--- src/rtl/stopwatch_counter.sv ---
// BCD MM:SS stopwatch core: 1 Hz counting with carry/wrap, 2 Hz field adjust,
// and a pause toggle driven by the rising edge of a debounced button level.
module stopwatch_counter #(
   parameter int unsigned MAX_MIN = 59
) (
   input  logic       clk,
   input  logic       rst,
   input  logic       tick_1hz,
   input  logic       tick_2hz,
   input  logic       pause_btn,
   input  logic       sel,
   input  logic       adj,
   output logic [3:0] min_10s,
   output logic [3:0] min_1s,
   output logic [3:0] sec_10s,
   output logic [3:0] sec_1s,
   output logic       paused,
   output logic       rollover
);

   localparam logic [3:0] MaxTens = 4'(MAX_MIN / 10);
   localparam logic [3:0] MaxOnes = 4'(MAX_MIN % 10);

   logic [7:0] r_min;
   logic [7:0] r_sec;
   logic       r_paused;
   logic       r_rollover;
   logic       r_pause_prev;

   logic [7:0] w_min_d;
   logic [7:0] w_sec_d;
   logic       w_paused_d;
   logic       w_rollover_d;
   logic       w_pause_rise;
   logic       w_sec_max;
   logic       w_min_max;

   // Two-digit BCD increment without wrap; callers handle the field limit.
   function automatic logic [7:0] bcd_inc(input logic [7:0] v);
      if (v[3:0] == 4'd9) begin
         return {v[7:4] + 4'd1, 4'd0};
      end
      return {v[7:4], v[3:0] + 4'd1};
   endfunction

   assign w_pause_rise = pause_btn & ~r_pause_prev;
   assign w_sec_max    = (r_sec == 8'h59);
   assign w_min_max    = (r_min == {MaxTens, MaxOnes});

   always_comb begin
      w_min_d      = r_min;
      w_sec_d      = r_sec;
      w_rollover_d = 1'b0;
      // Toggle is independent of mode; counting below uses the pre-toggle state.
      w_paused_d   = r_paused ^ w_pause_rise;
      if (adj) begin
         if (tick_2hz) begin
            if (sel) begin
               w_sec_d = w_sec_max ? 8'h00 : bcd_inc(r_sec);
            end else begin
               w_min_d = w_min_max ? 8'h00 : bcd_inc(r_min);
            end
         end
      end else if (!r_paused && tick_1hz) begin
         if (w_sec_max) begin
            w_sec_d = 8'h00;
            if (w_min_max) begin
               w_min_d      = 8'h00;
               w_rollover_d = 1'b1;
            end else begin
               w_min_d = bcd_inc(r_min);
            end
         end else begin
            w_sec_d = bcd_inc(r_sec);
         end
      end
   end

   always_ff @(posedge clk) begin
      if (rst) begin
         r_min        <= 8'h00;
         r_sec        <= 8'h00;
         r_paused     <= 1'b0;
         r_rollover   <= 1'b0;
         r_pause_prev <= 1'b0;
      end else begin
         r_min        <= w_min_d;
         r_sec        <= w_sec_d;
         r_paused     <= w_paused_d;
         r_rollover   <= w_rollover_d;
         r_pause_prev <= pause_btn;
      end
   end

   assign min_10s  = r_min[7:4];
   assign min_1s   = r_min[3:0];
   assign sec_10s  = r_sec[7:4];
   assign sec_1s   = r_sec[3:0];
   assign paused   = r_paused;
   assign rollover = r_rollover;

endmodule
--- config.mk ---
export PLATFORM = sky130hd
export DESIGN_NAME = stopwatch_counter
export DESIGN_NICKNAME = d
export VERILOG_FILES = /design/src/rtl/stopwatch_counter.sv
export SDC_FILE = /design/constraint.sdc
export NUM_CORES = 1
export LEC_CHECK = 0
export ABC_CLOCK_PERIOD_IN_PS = 2900
export CELL_PAD_IN_SITES_DETAIL_PLACEMENT = 0
export CELL_PAD_IN_SITES_GLOBAL_PLACEMENT = 1
export CORE_MARGIN = 1.5
export CORE_UTILIZATION = 37
export CTS_CLUSTER_DIAMETER = 100
export DETAILED_ROUTE_END_ITERATION = 7
export HOLD_SLACK_MARGIN = 0.02
export PLACE_DENSITY_LB_ADDON = 0.08
export RECOVER_POWER = 25
export SLEW_MARGIN = 10
export SYNTH_ARGS = -nofsm -noshare
export SYNTH_HDL_FRONTEND = slang
export SYNTH_SLANG_ARGS = --single-unit
export TNS_END_PERCENT = 50
--- constraint.sdc ---
create_clock -name clk -period 2.9 [get_ports clk]
set_input_delay 0.435 -clock clk [delete_from_list [all_inputs] [get_ports clk]]
set_output_delay 0.435 -clock clk [all_outputs]
set_load 0.02 [all_outputs]
==> flow_summary_export.csv <==
group,metric,value,unit
run_status,status,"finished clean",
sta,final.min_clock_period,2.334,ns
clocking,htreeDepth,1,
global_route,grt_max_degree,22,
yosys,avgSynthCellArea,8.472,um^2
critical_path,arrival,2.56,ns
sta,rsz0062_at_grt,"false",
yosys,synthAdderAreaFrac,7.509,%
final_layout,postLayoutCoreUtil,51.44,%
clocking,cts_tree,"built",
global_route,grtUsageMet2,24.21,%
yosys,synth.most_common_cell,"dfxtp_1",
yosys,yosysWarnings,0,
critical_path,endpoint,"r_min[5]$_SDFFE_PP0P_",
yosys,ys.flop_type,"dfxtp_1",
yosys,syn_inst,118,
floorplanning,rows,18,
pwr,power_frac_clock,29.2,%
sta,final.period_utilization,80.47,%
pwr,vdd_ir_drop_max,0.0002888,V
clocking,clk_latency,0.29,ns
floorplanning,initial_utilization,39.63,%
yosys,synthSimpleGateAreaFrac,27.53,%
clocking,clock-root-buffer,"clkbuf_4",
routing,firstDrtPassIters,4,
yosys,synth-compound-area-share,19.40,%
pwr,combPwrFrac,12.2,%
hold_path,min_path_type,"flip-flop to flip-flop",
placed_design,place_congestion,0.7504,
global_route,grt_pass1_vias,785,
clocking,post_cts_buffers,0,
yosys,synth_common_cells,"dfxtp_1, nor2_1, a21oi_1, nand2_1, o21ai_0",
floorplanning,die_y,54.98,um
floorplanning,die-width,54.98,um
pwr,seqPwrFrac,58.6,%
pwr,swShare,25.58,%
placed_design,portBuffers,24,
clocking,cts_num_sinks,19,
routing,viasPerCell,5.257,
yosys,synth_cell_types,33,
clocking,postCtsHoldBufs,0,
yosys,synth_top_cell_area_share,38.05,%
clocking,cts_buffers,3,
pwr,p_sw,119.5,uW
yosys,synth-async-reset-ratio,0,%
yosys,yosys-mux-area-fraction,3.129,%
yosys,ys_seq_area_share,38.05,%
pwr,power_per_cell_area,360.2,nW/um^2
critical_path,end_kind,"flip-flop",
sta,fin_tns_setup,0,ns
placed_design,hpwl,1.510,mm
final_layout,n_fill_cell,255,
critical_path,worst-r2r-setup-slack,0.98,ns
critical_path,required,3.12,ns
sta,tightest_slew,0.7889,ns
clocking,cts_resized,0,
pwr,p_int,347.8,uW
global_route,grt_usage,15.82,%
clocking,clk_pin_slew,0.11,ns
critical_path,crit_start,"adj",
yosys,synthesis.area,999.7,um^2
routing,drc_errors,0,
yosys,ys_ff_latch,19,
global_route,use_met1,21.78,%
floorplanning,dieArea,3023,um^2
global_route,top_usage_layer,"met2",
yosys,synth_area_leaders,"dfxtp_1, ha_1, a21oi_1",
critical_path,reg2reg_to,"r_min[5]$_SDFFE_PP0P_",
final_layout,antenna_cells,0,
yosys,syn_nets,131,
sta,hold_viol,0,
routing,wl_per_cell,12.00,um
critical_path,r2r-start,"paused$_SDFF_PP0_",
sta,fmax,0.4285,GHz
routing,ant_nets,0,
floorplanning,coreArea,2522,um^2
critical_path,critPathLaunchType,"primary input",
sta,slew_headroom,47.23,%
sta,setup_viol,0,
yosys,synth_edf_count,0,
routing,drtIter0Drc,18,
final_layout,drive_above_1_share,3.448,%
yosys,synth_top_family_by_area,"simple AND/OR/NAND/NOR gates",
final_layout,syn_to_final_growth,29.79,%
global_route,overflow,0,
global_route,use_met3,5.645,%
pwr,p_leak,0.4445,nW
critical_path,r2r_cells,4,
global_route,antenna_found_initial,0,
sta,report.final.slew_viol_count,0,
routing,wirelength,2.100,mm
clocking,cts_buffer_depth,2,
critical_path,crit_type,"primary input to flip-flop",
critical_path,worstPathMaxFanout,8,
yosys,synth_xor_area_share,1.752,%
global_route,grt_pass1_wl,3.429,mm
routing,num_vias,920,
sta,final.setup_skew,0.003692,ns
yosys,post-synth-top-area-cell,"dfxtp_1",
final_layout,nets,159,
floorplanning,io_pins,25,
flow_run,drv_cap,0,
-- how the worst min path moves through the flow --
stage | startpoint | end | cells past startpoint
2_1_floorplan | r_pause_prev$_SDFF_PP0_ | paused$_SDFF_PP0_ | 3
3_3_place_gp | r_sec[5]$_SDFFE_PP0P_ | r_sec[5]$_SDFFE_PP0P_ | 2
3_5_place_dp | r_sec[5]$_SDFFE_PP0P_ | r_sec[5]$_SDFFE_PP0P_ | 2
4_1_cts | r_sec[5]$_SDFFE_PP0P_ | r_sec[5]$_SDFFE_PP0P_ | 2
5_1_grt | r_sec[5]$_SDFFE_PP0P_ | r_sec[5]$_SDFFE_PP0P_ | 2
6_report | r_sec[5]$_SDFFE_PP0P_ | r_sec[5]$_SDFFE_PP0P_ | 2
-- kinds of logic (layout without fill, tap and decap cells) --
logic type      Yosys count  in the layout
compound gates           31             31
buf+inv                   7             34
xor+xnor                  2              2
mux                       3              3
flops                    19             19
simple gates             50             50
fa+ha+maj                 6              6
-- routing by layer --
| metal | vias up | share of wire, % | wire [um] |
|---|---|---|---|
| li1 | 484 | - | - |
| met1 | 416 | 54 | 1139 |
| met2 | 18 | 40 | 838 |
| met3 | 2 | 5.0 | 106 |
| met4 | 0 | 0.71 | 15 |
| met5 | - | 0 | 0 |
-- cell usage in the layout, fill, tap and decap left out, types with 2 or more instances in the layout --
cell / n
a211oi_1: 2
a21oi_1: 11
a41oi_1: 2
and3b_1: 2
clkbuf_1: 2
clkbuf_4: 3
clkdlybuf4s50_1: 20
dfxtp_1: 19
dlygate4sd3_1: 4
ha_1: 6
inv_1: 5
mux2i_1: 2
nand2_1: 8
nand3_1: 5
nand3b_1: 4
nor2_1: 12
nor2b_1: 5
nor3_1: 3
o21ai_0: 8
or3_1: 3
or4_1: 3
xnor2_1: 2
-- worst max-delay path, cell delays in order --
cell,delay [ns]
dlygate4sd3_1,0.59
or3b_1,0.48
o31a_1,0.42
or4_1,0.49
a21oi_1,0.14
-- layout make-up --
cell class	instances	area, um^2	share of cell area [%]
sequential	19	380.4	29.32
timing repair buffer	25	244.0	18.80
inverter	5	18.77	1.446
multi-input combinational	92	590.6	45.52
clock buffer	4	26.28	2.025
tap	30	37.54	2.893
-- metrics by stage --
step / setup slack, ns / power [mW] / hold WS, ns / instances / cell area [um^2]
final: 0.5663 / 0.4673 / 0.5206 / 175 / 1297
after detailed placement: 0.4333 / 0.3387 / 0.5040 / 171 / 1277
after floorplan: 1.036 / 0.3124 / 0.5252 / 118 / 999.7
after global placement: 0.4670 / 0.3384 / 0.4990 / 171 / 1277
after CTS: 0.7554 / 0.4816 / 0.5251 / 175 / 1304
after global routing: 0.5017 / 0.4970 / 0.5581 / 175 / 1297
-- sequential cells by signal, summed over array words and instances (netlist names) --
signal	flops
r_sec	8
r_pause_prev	1
rollover	1
r_min	8
paused	1
-- power groups by stage --
stage,combinational (mW),clock (mW),sequential [mW]
6_report,0.0569,0.137,0.274
5_1_grt,0.0627,0.159,0.275
4_1_cts,0.0593,0.148,0.274
3_5_place_dp,0.0589,0,0.280
3_3_place_gp,0.0590,0,0.279
2_1_floorplan,0.0277,0,0.285
Power figures use the tool's default switching activity.
